### config.mk
export PLATFORM = sky130hd
export DESIGN_NAME = turf_bus_arbiter
export DESIGN_NICKNAME = d
export VERILOG_FILES = /design/src/rtl/turf_bus_arbiter.sv
export SDC_FILE = /design/constraint.sdc
export NUM_CORES = 1
export LEC_CHECK = 0
export ABC_AREA = 1
export CORE_ASPECT_RATIO = 0.75
export CORE_MARGIN = 2
export CORE_UTILIZATION = 47
export CTS_CLUSTER_DIAMETER = 120
export DETAILED_ROUTE_END_ITERATION = 7
export PLACE_DENSITY = 0.93
export RECOVER_POWER = 25
export SLEW_MARGIN = 20
export SYNTH_ARGS = -nofsm -noshare
export SYNTH_HDL_FRONTEND = slang
export SYNTH_SLANG_ARGS = --single-unit
### constraint.sdc
create_clock -name clk_i -period 2.7 [get_ports clk_i]
set_input_delay 0.675 -clock clk_i [delete_from_list [all_inputs] [get_ports clk_i]]
set_output_delay 0.675 -clock clk_i [all_outputs]
set_load 0.1 [all_outputs]
### src/rtl/turf_bus_arbiter.sv
// Two-port round-robin arbiter for the TURF register bus: one latched request per port,
// one TURF access in flight at a time. Optional WAIT timeout: define TURF_ARB_TIMEOUT_EN.
module turf_bus_arbiter #(
    parameter int                    ADDR_WIDTH     = 6,
    parameter int                    DATA_WIDTH     = 32,
    parameter int                    TIMEOUT_CYCLES = 1024,
    parameter logic [DATA_WIDTH-1:0] ERROR_WORD     = DATA_WIDTH'(32'hDEADBEEF)
) (
    input  logic                  clk_i,
    input  logic                  nrst_i,
    input  logic                  p0_wr_i,
    input  logic                  p0_rd_i,
    input  logic [ADDR_WIDTH-1:0] p0_addr_i,
    input  logic [DATA_WIDTH-1:0] p0_dat_i,
    output logic [DATA_WIDTH-1:0] p0_dat_o,
    output logic                  p0_ack_o,
    input  logic                  p1_wr_i,
    input  logic                  p1_rd_i,
    input  logic [ADDR_WIDTH-1:0] p1_addr_i,
    input  logic [DATA_WIDTH-1:0] p1_dat_i,
    output logic [DATA_WIDTH-1:0] p1_dat_o,
    output logic                  p1_ack_o,
    output logic                  turf_wr_o,
    output logic                  turf_rd_o,
    output logic [ADDR_WIDTH-1:0] turf_addr_o,
    output logic [DATA_WIDTH-1:0] turf_dat_o,
    input  logic [DATA_WIDTH-1:0] turf_dat_i,
    input  logic                  turf_ack_i,
    output logic                  grant_o,
    output logic                  busy_o,
    output logic                  timeout_o,
    input  logic                  timeout_clr_i
);

    typedef enum logic [1:0] {S_IDLE, S_ISSUE, S_WAIT} state_t;

    state_t                state_q;
    logic [1:0]            strobe_wr;
    logic [1:0]            strobe_rd;
    logic [ADDR_WIDTH-1:0] req_addr [2];
    logic [DATA_WIDTH-1:0] req_dat  [2];

    logic [1:0]            pend_q;
    logic [1:0]            pend_wr_q;
    logic [ADDR_WIDTH-1:0] pend_addr_q [2];
    logic [DATA_WIDTH-1:0] pend_dat_q  [2];

    logic                  grant_q;
    logic                  turf_wr_q;
    logic                  turf_rd_q;
    logic [ADDR_WIDTH-1:0] turf_addr_q;
    logic [DATA_WIDTH-1:0] turf_dat_q;

    logic                  ack_hit;
    logic                  to_hit;
    logic                  done;
    logic                  sel;
    logic [DATA_WIDTH-1:0] resp_dat;

    assign strobe_wr   = {p1_wr_i, p0_wr_i};
    assign strobe_rd   = {p1_rd_i, p0_rd_i};
    assign req_addr[0] = p0_addr_i;
    assign req_addr[1] = p1_addr_i;
    assign req_dat[0]  = p0_dat_i;
    assign req_dat[1]  = p1_dat_i;

    assign ack_hit = (state_q == S_WAIT) && turf_ack_i;

`ifdef TURF_ARB_TIMEOUT_EN
    localparam int CNT_W = (TIMEOUT_CYCLES > 1) ? $clog2(TIMEOUT_CYCLES) : 1;
    logic [CNT_W-1:0] cnt_q;
    logic             timeout_q;

    // A real ack arriving on the last counted cycle takes priority over the timeout.
    assign to_hit    = (state_q == S_WAIT) && !turf_ack_i && (cnt_q == CNT_W'(TIMEOUT_CYCLES - 1));
    assign timeout_o = timeout_q;
`else
    logic unused_cfg;
    assign unused_cfg = ^{timeout_clr_i, TIMEOUT_CYCLES};
    assign to_hit     = 1'b0;
    assign timeout_o  = 1'b0;
`endif

    assign done     = ack_hit || to_hit;
    assign resp_dat = to_hit ? ERROR_WORD : turf_dat_i;
    assign p0_ack_o = done && !grant_q;
    assign p1_ack_o = done && grant_q;
    assign p0_dat_o = p0_ack_o ? resp_dat : '0;
    assign p1_dat_o = p1_ack_o ? resp_dat : '0;

    // Round-robin only matters when both ports wait; otherwise take whichever is pending.
    assign sel = (pend_q == 2'b11) ? ~grant_q : pend_q[1];

    assign turf_wr_o   = turf_wr_q;
    assign turf_rd_o   = turf_rd_q;
    assign turf_addr_o = turf_addr_q;
    assign turf_dat_o  = turf_dat_q;
    assign grant_o     = grant_q;
    assign busy_o      = (state_q != S_IDLE);

    always_ff @(posedge clk_i or negedge nrst_i) begin
        if (!nrst_i) begin
            pend_q    <= '0;
            pend_wr_q <= '0;
            for (int i = 0; i < 2; i++) begin
                pend_addr_q[i] <= '0;
                pend_dat_q[i]  <= '0;
            end
        end else begin
            for (int i = 0; i < 2; i++) begin
                if (done && (grant_q == 1'(i))) begin
                    pend_q[i] <= 1'b0;
                end else if (!pend_q[i] && (strobe_wr[i] || strobe_rd[i])) begin
                    pend_q[i]      <= 1'b1;
                    pend_wr_q[i]   <= strobe_wr[i];
                    pend_addr_q[i] <= req_addr[i];
                    pend_dat_q[i]  <= req_dat[i];
                end
            end
        end
    end

    always_ff @(posedge clk_i or negedge nrst_i) begin
        if (!nrst_i) begin
            state_q     <= S_IDLE;
            grant_q     <= 1'b1;
            turf_wr_q   <= 1'b0;
            turf_rd_q   <= 1'b0;
            turf_addr_q <= '0;
            turf_dat_q  <= '0;
`ifdef TURF_ARB_TIMEOUT_EN
            cnt_q       <= '0;
            timeout_q   <= 1'b0;
`endif
        end else begin
            case (state_q)
                S_IDLE: begin
                    if (|pend_q) begin
                        grant_q     <= sel;
                        turf_addr_q <= pend_addr_q[sel];
                        turf_dat_q  <= pend_dat_q[sel];
                        turf_wr_q   <= pend_wr_q[sel];
                        turf_rd_q   <= ~pend_wr_q[sel];
                        state_q     <= S_ISSUE;
                    end
                end
                S_ISSUE: begin
                    turf_wr_q <= 1'b0;
                    turf_rd_q <= 1'b0;
                    state_q   <= S_WAIT;
`ifdef TURF_ARB_TIMEOUT_EN
                    cnt_q     <= '0;
`endif
                end
                S_WAIT: begin
                    if (done) begin
                        state_q <= S_IDLE;
                    end
`ifdef TURF_ARB_TIMEOUT_EN
                    else begin
                        cnt_q <= cnt_q + CNT_W'(1);
                    end
`endif
                end
                default: state_q <= S_IDLE;
            endcase
`ifdef TURF_ARB_TIMEOUT_EN
            if (to_hit) begin
                timeout_q <= 1'b1;
            end else if (timeout_clr_i) begin
                timeout_q <= 1'b0;
            end
`endif
        end
    end

endmodule

==> results of run 1 <==
report_power, final:
part | internal [W] | leakage, nW | switching, W | total (W)
Clock | 0.00147 | 0.290 | 0.000797 | 0.00227
Sequential | 0.00277 | 1.52 | 0.000562 | 0.00333
Combinational | 0.00200 | 3.07 | 0.00540 | 0.00739
per-stage QoR:
step | total power (W) | instances | hold slack, ns | setup slack [ns] | setup TNS (ns)
floorplan | 0.00851 | 768 | 0.379 | -0.336 | -11.08
global placement | 0.0103 | 1129 | 0.454 | -0.0150 | -0.238
detailed placement | 0.0106 | 1129 | 0.458 | -0.0452 | -0.322
CTS | 0.0130 | 1176 | 0.196 | 0.0874 | 0
global route | 0.0137 | 1176 | 0.491 | 0.0341 | 0
finish | 0.0130 | 1176 | 0.470 | 0.0759 | 0
cells by family (layout without fill, tap and decap cells):
group,after synthesis,in the layout,synth area share (%)
simple gates,476,476,33.2
compound gates,41,41,3.58
buf+inv,127,373,9.42
other cells,1,1,0.0655
flops,123,123,53.8
per-layer routing:
metal | track usage [%] | part of all wire (%) | vias to the layer above
met5 | 0 | 0 | -
met4 | 9.28 | 2.0 | 0
met3 | 12.8 | 10 | 36
met2 | 55.1 | 51 | 301
met1 | 35.6 | 37 | 2837
li1 | - | - | 2799
timing repair:
| item | in CTS | in global routing |
|---|---|---|
| buffers inserted | 14 | 0 |
| gates resized for setup | 2 | 0 |
| endpoints found under the setup margin | 62 | 0 |
cell type report:
type,instances,share of cell area (%)
Sequential cell,123,31.6
Clock inverter,12,1.51
Multi-Input combinational cell,518,24.3
Clock buffer,20,4.58
Timing Repair Buffer,263,33.0
Tap cell,162,2.08
Inverter,78,3.00
flip-flops by register name (all words and copies together), names as in the netlist, 2 cells and up:
register and cells:
pend_wr_q 2, state_q 2, pend_addr_q 12, pend_dat_q 64
turf_addr_o 6, pend_q 2, turf_dat_o 32
cell usage in the layout, fill, tap and decap left out:
cell type and instances:
sky130_fd_sc_hd__dfrtp_1 122, sky130_fd_sc_hd__clkdlybuf4s50_1 112, sky130_fd_sc_hd__dlygate4sd2_1 1, sky130_fd_sc_hd__nand2_2 3
sky130_fd_sc_hd__nor2_4 34, sky130_fd_sc_hd__clkbuf_8 1, sky130_fd_sc_hd__buf_12 75, sky130_fd_sc_hd__inv_1 77
sky130_fd_sc_hd__bufinv_16 3, sky130_fd_sc_hd__o21ai_1 39, sky130_fd_sc_hd__clkinv_2 5, sky130_fd_sc_hd__clkbuf_1 3
sky130_fd_sc_hd__clkbuf_16 17, sky130_fd_sc_hd__clkinv_4 2, sky130_fd_sc_hd__bufbuf_16 1, sky130_fd_sc_hd__dfstp_2 1
sky130_fd_sc_hd__nand3_1 81, sky130_fd_sc_hd__inv_2 1, sky130_fd_sc_hd__o21ai_0 2, sky130_fd_sc_hd__conb_1 1
sky130_fd_sc_hd__buf_4 73, sky130_fd_sc_hd__nand4_1 2, sky130_fd_sc_hd__nor2_1 72, sky130_fd_sc_hd__nand2_1 282
sky130_fd_sc_hd__nor2_2 2, sky130_fd_sc_hd__clkinvlp_4 2
worst max path at each step:
stage	start	end	slack [ns]	depth (start not counted)
floorplan	turf_ack_i	p0_dat_o[0]	-0.34	4
finish	grant_o	p1_dat_o[31]	0.08	6
global route	grant_o	p1_dat_o[23]	0.03	6
global placement	turf_ack_i	p1_dat_o[1]	-0.02	6
detailed placement	turf_ack_i	p0_dat_o[1]	-0.05	5
CTS	grant_o	p1_dat_o[31]	0.09	6
critical path, stage by stage (launching register included):
cell	delay, ns
sky130_fd_sc_hd__dfstp_2	0.58
sky130_fd_sc_hd__nand4_1	0.10
sky130_fd_sc_hd__buf_4	0.17
sky130_fd_sc_hd__bufbuf_16	0.27
sky130_fd_sc_hd__buf_4	0.14
sky130_fd_sc_hd__nor2_4	0.10
sky130_fd_sc_hd__buf_12	0.18
==> flow_results.org, run 1 <==
** Timing
- Slew at the pin closest to its max-slew limit :: 1.65 ns
- Headroom to the max-slew limit came out at -9.86%.
- The number of pins with negative max-slew slack in the final report is 30.
- Setup violations remaining at the end of the flow were counted as 0.
- The number of failing hold endpoints at the final stage is 0.
- On the final layout, the worst clock skew is 0.0110 ns.
- Setup repair after global routing left no endpoint under its margin.
- Time the final worst path needs with I/O delays and setup :: 2.62 ns
- Final period util :: 97.2%
- Peak clock frequency supported by timing :: 381 MHz

** GRT
- GR Util All Layers :: 31.4%
- Entering global routing, the biggest net connects 67 pins.
- The via count of the first global-routing pass came to 6319.
- For this run the aggregate overflow at the end of global routing stands at 0.
- The first global-routing pass estimated 32000 um of wire.
- Number of antenna violations at the first check in global routing :: 1

** Synthesis
- The number of different library cells used by synthesis comes to 16.
- After technology mapping, the gate count stands at 768.
- Net count of the mapped netlist :: 884
- For this run, the number of Yosys warnings is 0.
- Yosys mapped a number of flops with a built-in enable equal to 0.
- Cell with the most instances after synthesis :: sky130_fd_sc_hd__nand2_1
- Summed over its instances, the top area cell type makes up 53.3% of the synthesized netlist area.
- Cell types with the highest counts after synthesis :: sky130_fd_sc_hd__nand2_1, sky130_fd_sc_hd__dfrtp_1, sky130_fd_sc_hd__nor2_1
- For this run, asynchronously set or reset flops after synthesis account for 100%.
- In the synthesized netlist the dominant register cell turns out to be sky130_fd_sc_hd__dfrtp_1.
- Synthesized area per cell :: 7.46 um^2
- Portion of the post-synthesis area used by sequential elements :: 53.8%
- Total standard cell area after synthesis :: 5730 um^2
- Of all cell types, the one taking the most synthesized area is sky130_fd_sc_hd__dfrtp_1.
- In the post-synthesis netlist, the biggest area contributors are sky130_fd_sc_hd__dfrtp_1, sky130_fd_sc_hd__nand2_1, sky130_fd_sc_hd__nand3_1.
- Counting flops and latches in the post-synthesis netlist gives 123.

** Die
- The die covers 13100 um^2.
- Initial Utilization :: 48.8%
- Die Y-Extent :: 99.6 um
- Die Width :: 131 um
- In this run the count of I/O pins placed on the die edge is 225.
- In this run the core area contains 34 standard-cell rows.
- The region available for standard cell placement spans 11700 um^2.

** Final layout
- Area used by multi-input combinational logic :: 2370 um^2
- In the final layout, the share of cells above drive strength 1 is 21.7%.
- Synthesis-to-finish area growth :: 70.4%
- Total number of nets in the final design :: 1117
- In the final layout, flip-flops and latches occupy 3080 um^2.
- End-of-flow core utilization :: 83.1%
- The repair_antennas step left the layout with diodes totalling 0.
- The finished cells cover 9750 um^2.
- After filler insertion, the fill cell instance count of the layout stands at 649.

** Clock tree
- In this run, CTS created clock tree buffers numbering 17.
- CTS H-tree depth :: 4
- Number of buffers added to fix hold violations after cts :: 0
- Max Root-Sink Buffers :: 2
- Register clock-pin slew on the reported worst setup and hold paths :: 0.05 ns
- The root buffer cell chosen for the clock tree is sky130_fd_sc_hd__clkbuf_16.
- CTS tree :: done
- Clock latency on the worst-skew pair, taken at its later pin, is 0.41 ns.
- Num Clock Sinks :: 123

** Detailed routing
- Detailed Routing Iterations Pass 1 :: 5
- Total wirelength of the detailed-routed design :: 19900 um
- Average wire length per cell after detail routing :: 17.0 um
- Number of DRC markers after the initial detailed-route iteration :: 460
- Routed vias :: 5973
- In this run the remaining antenna-violating nets after routing total 0.
- In the routed design, unresolved DRC markers number 0.
- In the routed layout, each cell is associated on average with a via count of 5.08.

** Flow run
- Max-cap violations :: 1

** Hold path
- Min-delay worst type :: reg -> reg
- Launch point of the worst hold path :: pend_dat_q[47]
- For hold timing, the worst endpoint is pend_dat_q[47].
- Count of cells along the worst hold path :: 2

** Setup path
- For the worst flop-to-flop path, the logic depth is 15.
- In this run the critical register-to-register path is captured at pend_dat_q[7].
- The worst setup path is launched from a flip-flop.
- Data arrival time of the worst path :: 1.95 ns
- Across all register-to-register paths, the minimum setup slack is 0.20 ns.
- At the worst endpoint, the required time is 2.03 ns.
- Along the worst path, the maximum fanout reaches 5.
- The startpoint identified for the worst register-to-register timing path is grant_o.
- The worst setup path is of the reg -> out kind.
- STA classifies the critical path endpoint as an output port.

** Placement
- HPWL after DPL :: 14100 um
- Number of I/O port buffers :: 222
- Post-DP Area :: 9020 um^2
- The congestion estimate from routability-driven global placement came to 0.803.

** Power
- Max IR drop VDD :: 0.802 mV
- The analysis attributes to cell leakage a power of 4.88 nW.
- Power density relative to cell area :: 1330 nW/um^2

** Outcome
- Run status :: finished, violations left
- The final reports fail on max-capacitance violations, max-slew violations.
Note: power is estimated with default switching activity, not from simulation.
==> run 2, diff against run 1 <==
Settings changed: ABC_CLOCK_PERIOD_IN_PS from default to 2700.
==> results of run 2 <==
Same layout as run 1: the final DEF is identical, and so are final timing and power.
==> run 3, diff against run 2 <==
Settings changed: CTS_CLUSTER_SIZE from default to 14, RECOVER_POWER 25 to 100.
==> flow_results.org, run 3 (synthesis results as in run 1) <==
** Outcome
- The flow ran to the end, but the final reports show violations.
- Failing checks :: max-capacitance violations, max-slew violations

** Clock tree
- The number of clock buffers added by TritonCTS is 17.
- Num Clock Sinks :: 123
- Register clock-pin slew on the reported worst setup and hold paths :: 0.05 ns
- Clk Latency, worst-skew pair :: 0.41 ns
- Max Root-Sink Buffers :: 2
- In this run the number of H-tree levels came out at 4.
- TritonCTS built the clock tree.
- The root buffer cell chosen for the clock tree is sky130_fd_sc_hd__clkbuf_16.
- For this design, the CTS-stage hold fixing added 0 buffers.

** GRT
- Overflow left after global routing :: 0
- The via count of the first global-routing pass is 6319.
- Number of antenna violations at the first check in global routing :: 1
- Wire length of the first global-routing pass :: 32000 um
- Entering global routing, the biggest net connects 67 pins.
- Across every metal layer, demand over resource in global routing totals 31.4%.

** Power
- Power density relative to cell area :: 1400 nW/um^2
- IR analysis of the VDD net gives a maximum drop of 0.755 mV.
- Leakage Power :: 4.53 nW

** Detailed routing
- For this run, design rule violations remaining after detail routing come to 0.
- Average wire length per cell after detail routing :: 16.8 um
- The first routing iteration left 391 violations.
- The detailed router placed 6004 vias in this run.
- Once detail routing completed, the nets flagged for antenna violations numbered 0.
- Detailed Routing Iterations Pass 1 :: 5
- Vias per Instance :: 5.10
- For this block, the routed nets add up to 19800 um of wire.

** Setup path
- Largest stage delay on the critical path :: 0.58 ns
- Along the worst path, the maximum fanout reaches 5.
- Critical Path, Cell by Cell :: nand4_1, buf_4, bufbuf_16, buf_4, nor2_4, buf_8
- Slowest library cell on the worst path :: sky130_fd_sc_hd__dfstp_2
- STA classifies the critical path endpoint as an output port.
- The worst setup path is of the reg -> out kind.
- Required time of the critical path :: 2.03 ns
- Data arrival time of the worst path :: 1.96 ns
- Among cell families on the critical path, the largest total delay comes from buffers and inverters.
- The most numerous cell type found on the critical path is sky130_fd_sc_hd__buf_4.
- CP Buf/Inv Count :: 4
- Sort of element at the start of the critical path :: flip-flop

** Timing
- For the pin with the worst max-slew slack, the measured transition is 1.67 ns.
- # setup viols final :: 0
- After layout, the worst path uses 97.6% of the clock period.
- On the final layout, the worst hold slack is 0.470 ns.
- Time the final worst path needs with I/O delays and setup :: 2.63 ns
- RSZ-0062 raised after global routing :: no
- TNS Setup :: 0 ns
- The number of failing hold endpoints at the final stage was 0.
- Tightest slew margin relative to the limit :: -11.4%
- Largest clock skew in the final design :: 0.0105 ns
- The number of pins with negative max-slew slack in the final report is 30.
- Based on the critical path, the design can be clocked at up to 380 MHz.

** Die
- The total area inside the core boundary comes to 11700 um^2.
- During I/O placement, the number of pins put on the boundary was 225.
- Die Y-Extent :: 99.6 um
- In this run the horizontal extent of the chip is 131 um.
- Initial Utilization :: 48.8%
- Total number of placement rows :: 34
- The floorplan step defined a die boundary enclosing 13100 um^2.

** Hold path
- Min-delay worst type :: reg -> reg

** Final layout
- In the final design database the tool counted 1117 nets.
- Synthesis-to-finish area growth :: 53.8%
- Leaving out fill and tap cells, the most frequent cells in the layout are sky130_fd_sc_hd__nand2_1, sky130_fd_sc_hd__dfrtp_1, sky130_fd_sc_hd__clkdlybuf4s50_1, sky130_fd_sc_hd__nand3_1, sky130_fd_sc_hd__inv_1.
- Fraction of final layout cells with drive strength greater than 1 :: 17.4%
- Flip-flop count of the largest register, all copies and words added :: 64
- The finished layout holds 1177 standard cells, fillers aside.
- The finished cells cover 8800 um^2.
- The register with the most flip-flops in the final layout is pend_dat_q.
- The library cell used most frequently in the layout, excluding fill and tap cells, is sky130_fd_sc_hd__nand2_1.

** Placement
- Buffers placed on the I/O ports in this run total 222.
- Detailed placement finished with a half-perimeter wire length of 14100 um.
- Cell Count Post-Placement :: 1129
- Post-DP Area :: 9020 um^2
- Routability-driven placement finished with a final weighted congestion of 0.803.

** Flow run
- Max-cap violations :: 1
[run 3: cell types whose count changed in the layout (fill, tap and decap cells not counted), moves of 4 or more]
cell	before	now
sky130_fd_sc_hd__buf_4	73	39
sky130_fd_sc_hd__o21ai_0	2	39
sky130_fd_sc_hd__buf_6	0	4
sky130_fd_sc_hd__clkbuf_4	0	43
sky130_fd_sc_hd__o21ai_1	39	2
sky130_fd_sc_hd__clkbuf_1	3	45
sky130_fd_sc_hd__buf_8	0	5
sky130_fd_sc_hd__buf_12	75	9
sky130_fd_sc_hd__clkbuf_2	0	6
[run 3: report_power, final]
group	switching [W]	total, W	internal (W)	leakage (nW)
registers	0.000553	0.00332	0.00277	1.52
logic	0.00529	0.00675	0.00146	2.72
clock network	0.000799	0.00227	0.00147	0.290
total	0.00664	0.0123	0.00570	4.53
[run 3: path summary, 6_finish.rpt]
check / endpoint / cells past startpoint / slack [ns] / startpoint
min in group asynchronous: pend_dat_q[1] / 1 / 0.69 / nrst_i
max in group asynchronous: turf_addr_o[1] / 2 / 0.54 / nrst_i
worst min-delay path: pend_dat_q[47] / 2 / 0.47 / pend_dat_q[47]
worst max register to register: pend_dat_q[7] / 15 / 0.17 / grant_o
worst min register to register: pend_dat_q[47] / 2 / 0.47 / pend_dat_q[47]
worst max-delay path: p1_dat_o[31] / 6 / 0.07 / grant_o
[run 3: metal layers]
metal	vias up	global-route usage [%]	share of wire, %
met5	-	0	0
met4	0	9.28	2.2
met3	39	12.8	11
met2	298	55.1	51
met1	2863	35.6	36
li1	2804	-	-
[run 3: repair_timing]
action / CTS / global route
gates resized for setup: 2 / 0
hold endpoints to repair: 0 / 0
buffers inserted: 14 / 0
endpoints found under the setup margin: 62 / 0
[run 3: per-stage QoR]
stage | total power, W | utilization (%) | worst slack, ns
2_1_floorplan | 0.00851 | - | -0.336
3_3_place_gp | 0.0103 | 76.9 | -0.0150
3_5_place_dp | 0.0106 | 76.9 | -0.0452
4_1_cts | 0.0130 | 83.1 | 0.0874
5_1_grt | 0.0130 | 75.0 | 0.0209
6_report | 0.0123 | 75.0 | 0.0660
[run 3: layout make-up]
type	instances	area, um^2
Inverter	78	293
Clock inverter	12	148
Antenna cell	1	2.50
Fill cell	832	2940
Clock buffer	20	447
Tap cell	162	203
Timing Repair Buffer	263	2270
Multi-Input combinational cell	518	2360
Sequential cell	123	3080
[run 3: worst register-to-register path, stage by stage (launching register included)]
cell,delay (ns)
sky130_fd_sc_hd__dfstp_2,0.58
sky130_fd_sc_hd__nand4_1,0.10
sky130_fd_sc_hd__buf_4,0.17
sky130_fd_sc_hd__clkbuf_4,0.13
sky130_fd_sc_hd__clkbuf_4,0.12
sky130_fd_sc_hd__clkbuf_4,0.12
sky130_fd_sc_hd__clkbuf_4,0.12
sky130_fd_sc_hd__clkbuf_4,0.12
sky130_fd_sc_hd__clkbuf_4,0.12
sky130_fd_sc_hd__clkbuf_4,0.12
sky130_fd_sc_hd__clkbuf_4,0.12
sky130_fd_sc_hd__clkbuf_4,0.12
sky130_fd_sc_hd__clkbuf_4,0.12
sky130_fd_sc_hd__buf_4,0.18
sky130_fd_sc_hd__nand3_1,0.09
sky130_fd_sc_hd__nand2_1,0.09
==> RTL change 1: new RTL, settings of run 1 <==
The 3 states of `state_t` get a one-hot encoding in 3 bits.
--- a/src/rtl/turf_bus_arbiter.sv
+++ b/src/rtl/turf_bus_arbiter.sv
@@ -32,7 +32,7 @@
     input  logic                  timeout_clr_i
 );
 
-    typedef enum logic [1:0] {S_IDLE, S_ISSUE, S_WAIT} state_t;
+    typedef enum logic [2:0] {S_IDLE = 3'b001, S_ISSUE = 3'b010, S_WAIT = 3'b100} state_t;
 
     state_t                state_q;
     logic [1:0]            strobe_wr;
Formal check against the unedited RTL: same outputs for any inputs over 4 cycles, from zero or initial values and one cycle with nrst_i low; so few cycles prove little.
==> RTL change 1 against run 1 <==
Routed wire length rose by 6.5%. Global-route usage rose by 2.3 points. Cell area fell by 1.2%. Synthesized area rose by 0.33%. Power fell by 8.5%. Worst setup slack improved by 1.2 ps. First-iteration DRC count rose by 16%. Sequential cell count rose by 1. Critical endpoint is now p1_dat_o[15]. Largest cell class is now registers. Largest power group unchanged.
==> RTL change 1: results (changes against run 1) <==
- Sequential fraction of the synthesis area: 0.5406 (+0.002817)
- Number of global-route vias before repair: 6630 (+4.9%)
- Htree depth: 4 (unchanged)
- Critical Path Max Stage Delay: 560 ps (-20 ps)
- List of most frequent post-synthesis cells: nand2_1, dfrtp_1, nand3_1, nor2_1, inv_1
- Worst slack, placed: -82.18 ps (-36.93 ps)
- Critical path arrival: 1950 ps (about the same)
- Switching fraction of total power: 0.5061 (-0.01387)
- Syn Nets: 892 (+0.90%)
- Postcts setup bufs: 0 (-14)
- Peak Freq: 381.3 MHz (about the same)
- Clk_skew: 8.813 ps (-2.165 ps)
- PortBufs: 222 (unchanged)
- Worst R2R Setup Slack: 700 ps (+500 ps)
- Cell family with most CP delay: buffers and inverters
- Via/cell ratio: 5.315 (+4.7%)
- Worst VDD drop: 0.6855 mV (-15%)
- Status: finished clean
- Hold Worst Slack: 421.2 ps (-48.36 ps)
- RePlAce Congestion: 0.7945 (-1.1%)
- Initial antenna violation count: 0 (-1)
- Design Power: 0.01189 W (-8.5%)
- HPWL after DPL: 14520 um (+3.1%)
- DR WL/cell: 18.14 um (+7.0%)
- GRT Util Overall: 0.3368 (+0.02269)
- Top cells by area, synth: dfrtp_1, nand2_1, nand3_1, nor2_1, buf_2
- Sequential power: 0.00330 W
- P_leak: 4.944 nW (+1.3%)
- Layout cells sized above 1: 0.2093 (-0.007637)
- YS warnings: 0 (unchanged)
- Hold crit path type: in -> async
- Number of fill cells: 688 (+6.0%)
- Number of diodes: 0 (unchanged)
- Largest register FFs: 64 (unchanged)
- Critical path fanouts, max: 9 (+4)
- Relative slew slack: 0.1679 (+0.2665)
- Nets: 1111 (-0.54%)
- Largest net degree at the start of global routing: 58 (-13%)
- Asr flop ratio synth: 1.000 (unchanged)
- First-pass GRT wire length: 33880 um (+5.9%)
- Initial detailed-routing violation count: 533 (+16%)
RTL change 1: worst paths after layout:
| check | startpoint | to | cells past startpoint |
|---|---|---|---|
| max in group asynchronous | nrst_i | pend_dat_q[54] | 2 |
| min | nrst_i | turf_dat_o[20] | 1 |
| min in group clk_i | pend_dat_q[57] | pend_dat_q[57] | 2 |
| max reg2reg | pend_q[0] | turf_dat_o[8] | 7 |
| max | grant_o | p1_dat_o[15] | 5 |
| min reg2reg | pend_dat_q[57] | pend_dat_q[57] | 2 |
RTL change 1: cells by family (layout without fill, tap and decap cells):
logic type,after synthesis,after routing,share of synthesized area
flip-flops,124,124,0.5406
buffers and inverters,92,324,0.07319
AND/OR/NAND/NOR,555,555,0.3821
other,1,1,0.0006528
AO/OA/AOI/OAI,4,4,0.003485
RTL change 1: timing repair:
action | in CTS | in global routing
pin swaps | 2 | 1
resized for setup | 3 | 1
endpoints found under the setup margin | 61 | 26
cloned | 0 | 0
RTL change 1: cell type report:
class | instances | area, sq um | area share
flip-flops and latches | 124 | 3105 | 0.3221
repair buffers | 249 | 3042 | 0.3155
multi-input cells | 560 | 2489 | 0.2581
clock buffers | 19 | 452.9 | 0.04698
well taps | 162 | 202.7 | 0.02102
clock inverters | 13 | 188.9 | 0.01960
inverters | 43 | 161.4 | 0.01674
RTL change 1: through the flow:
| step | std cells | instance area (sq um) |
|---|---|---|
| 6_report | 1170 | 9642 |
| 5_1_grt | 1170 | 9642 |
| 4_1_cts | 1170 | 9657 |
| 3_5_place_dp | 1138 | 9009 |
| 3_3_place_gp | 1138 | 9009 |
| 2_1_floorplan | 776 | 5979 |
RTL change 1: layer usage:
layer  GRT usage  up-vias  part of all wire
met5           0        -                 0
met4      0.1722        0             0.044
met3      0.1030       90             0.098
met2      0.5920      408              0.51
met1      0.3744     2924              0.35
li1            -     2797                 -
==> RTL change 2: new RTL, flow settings as in run 1 <==
Without the edit above. Change the parameter `ADDR_WIDTH` from 6 to 7.
--- a/src/rtl/turf_bus_arbiter.sv
+++ b/src/rtl/turf_bus_arbiter.sv
@@ -1,7 +1,7 @@
 // Two-port round-robin arbiter for the TURF register bus: one latched request per port,
 // one TURF access in flight at a time. Optional WAIT timeout: define TURF_ARB_TIMEOUT_EN.
 module turf_bus_arbiter #(
-    parameter int                    ADDR_WIDTH     = 6,
+    parameter int                    ADDR_WIDTH     = 7,
     parameter int                    DATA_WIDTH     = 32,
     parameter int                    TIMEOUT_CYCLES = 1024,
     parameter logic [DATA_WIDTH-1:0] ERROR_WORD     = DATA_WIDTH'(32'hDEADBEEF)
Ports: changed (resized p0_addr_i, p1_addr_i and turf_addr_o); port bits go from 225 to 228. No check against the original RTL was run, so the function may have changed too.
==> RTL change 2 against run 1 <==
Sequential cell count rose by 3. Power is 0.99% higher. Sequential power is 2% higher. Maximum frequency shrank 0.88%. Critical path type unchanged. Count of clock-buffer cells in the layout grew 2. Cell area hardly changed. Synthesized area rose by 1.9%. The flow still finishes with violations (max-capacitance violations, max-slew violations). Largest cell class is now registers. Worst setup slack lost 23 ps. Core utilization is 3.0 points lower. Critical path depth decreased by 1. Routed wire length increased by 1.4%.
==> RTL change 2: results (changes against run 1) <==
- Failing checks: max-capacitance violations, max-slew violations
- Sequential fraction of the synthesis area: 0.5409 (+0.003065)
- Post-Synthesis Cells: 783 (+2.0%)
- Initial detailed-routing violation count: 464 (+0.87%)
- Syn Nets: 901 (+1.9%)
- Number of buffers created by CTS: 17 (unchanged)
- Number of fill cells: 730 (+12%)
- Clock share of power: 0.171 (-0.003)
- Relative slew slack: -0.01741 (+0.08123)
- P_leak: 4.855 nW (-0.51%)
- Status: finished, violations left
- Clk Latency, worst-skew pair: 410 ps (about the same)
- RePlAce Congestion: 0.8206 (+2.2%)
- Top cells by area, synth: dfrtp_1, nand2_1, nand3_1, nor2_1, inv_1
- Fin cells: 1185 (+0.77%)
- Cell family with most CP delay: buffers and inverters
- P_sw: 0.006864 W (+1.6%)
- Number of diodes: 0 (unchanged)
- Clk pin slew, worst setup/hold paths: 60 ps
- Initial antenna violation count: 0 (-1)
- GRT Util Overall: 0.3145 (+0.0003953)
- List of most frequent post-synthesis cells: nand2_1, dfrtp_1, nor2_1, nand3_1, inv_1
- Largest Register: pend_dat_q
- Hold crit path type: in -> async
- Synth Flop Type: dfrtp_1
- Max_cap viols: 1 (unchanged)
- Root Driver: clkbuf_16
- Largest net degree at the start of global routing: 54 (-19%)
- Pre-antenna DRT Iters: 6 (+1)
- Number of global-route vias before repair: 6295 (-0.38%)
- Nets: 1124 (+0.63%)
- Yosys cell types: 16 (unchanged)
- Htree depth: 4 (unchanged)
- PortBufs: 225 (+1.4%)
- Slew Limit Fails: 30 (unchanged)
- First-pass GRT wire length: 32460 um (+1.5%)
- Critical path arrival: 1970 ps (+20 ps)
- YS warnings: 0 (unchanged)
- Synth top area share: 0.5364 (+0.003149)
- Slowest cell on crit path: dfstp_4
- Worst VDD drop: 0.7173 mV (-11%)
- Critical path fanouts, max: 21 (+16)
- DRT antenna net count: 0 (unchanged)
- Via/cell ratio: 5.131 (+1.0%)
- Critical Path Max Stage Delay: 620 ps (+40 ps)
- Largest register FFs: 64 (unchanged)
- DRT Wirelength: 20210 um (+1.4%)
- Clk_skew: 13.05 ps (+2.070 ps)
- Layout cells sized above 1: 0.2051 (-0.01186)
- HPWL after DPL: 14040 um (-0.36%)
- Worst R2R Setup Slack: 700 ps (+500 ps)
==> RTL change 2: layout make-up <==
type                    count  share of cell area
clock buffers              22             0.04862
clock inverters            10             0.01155
inverters                  79             0.03040
multi-input cells         529              0.2481
flip-flops and latches    126              0.3238
well taps                 166             0.02130
repair buffers            253              0.3162
==> RTL change 2: path summary, 6_finish.rpt <==
kind | startpoint | cells after the start | end
worst max-delay path | grant_o | 5 | p1_dat_o[31]
worst min-delay path | nrst_i | 1 | pend_dat_q[58]
worst max register to register | grant_o | 8 | pend_dat_q[6]
worst min register to register | pend_dat_q[51] | 2 | pend_dat_q[51]
max in group asynchronous | nrst_i | 2 | pend_dat_q[22]
min in group clk_i | pend_dat_q[51] | 2 | pend_dat_q[51]
==> RTL change 2: power by group through the flow <==
| stage | Sequential, W | Clock (W) | Combinational (W) |
|---|---|---|---|
| floorplan | 0.00544 | 0 | 0.00323 |
| global placement | 0.00333 | 0 | 0.00717 |
| detailed placement | 0.00339 | 0 | 0.00737 |
| CTS | 0.00339 | 0.00227 | 0.00744 |
| global route | 0.00349 | 0.00235 | 0.00801 |
| finish | 0.00340 | 0.00225 | 0.00747 |
==> RTL change 2: stage by stage <==
step	setup WS, ps	utilization	hold slack, ps	area (sq um)	TNS (ps)
after floorplan	-363.6	-	379.4	6078	-10730
after global placement	-32.43	0.7508	453.5	9140	-335.7
after detailed placement	-95.27	0.7508	458.3	9140	-2185
after CTS	27.47	0.8022	101.9	9766	0
after global routing	2.994	0.8011	326.4	9753	0
final	52.70	0.8011	276.8	9753	0
==> RTL change 2: repair_timing <==
action,4_1_cts,5_1_grt
pin swaps,1,2
endpoints found under the setup margin,49,8
hold endpoints to repair,0,0
setup buffers,1,2
cloned,1,0
resized for setup,1,1
==> RTL change 2: kinds of logic (layout without fill, tap and decap cells) <==
logic type,Yosys count,after routing,synth area share
AND/OR/NAND/NOR,486,486,0.3323
buffers and inverters,128,364,0.09011
flip-flops,126,126,0.5409
AO/OA/AOI/OAI,42,42,0.03604
other,1,1,0.0006430
==> RTL change 2: metal layers <==
layer / vias up / track usage / share of wire
li1: 2822 / - / -
met1: 2880 / 0.3583 / 0.36
met2: 323 / 0.5484 / 0.50
met3: 55 / 0.1136 / 0.11
met4: 0 / 0.1199 / 0.032
met5: - / 0 / 0
==> RTL change 2: worst register-to-register path, stage by stage, from the launching register on <==
cell and delay [ps]:
dfstp_4 620, nand4_1 170, buf_4 220, buf_16 160, buf_4 180, nand2_2 160, buf_12 240, nand2_1 110
nand2_1 70
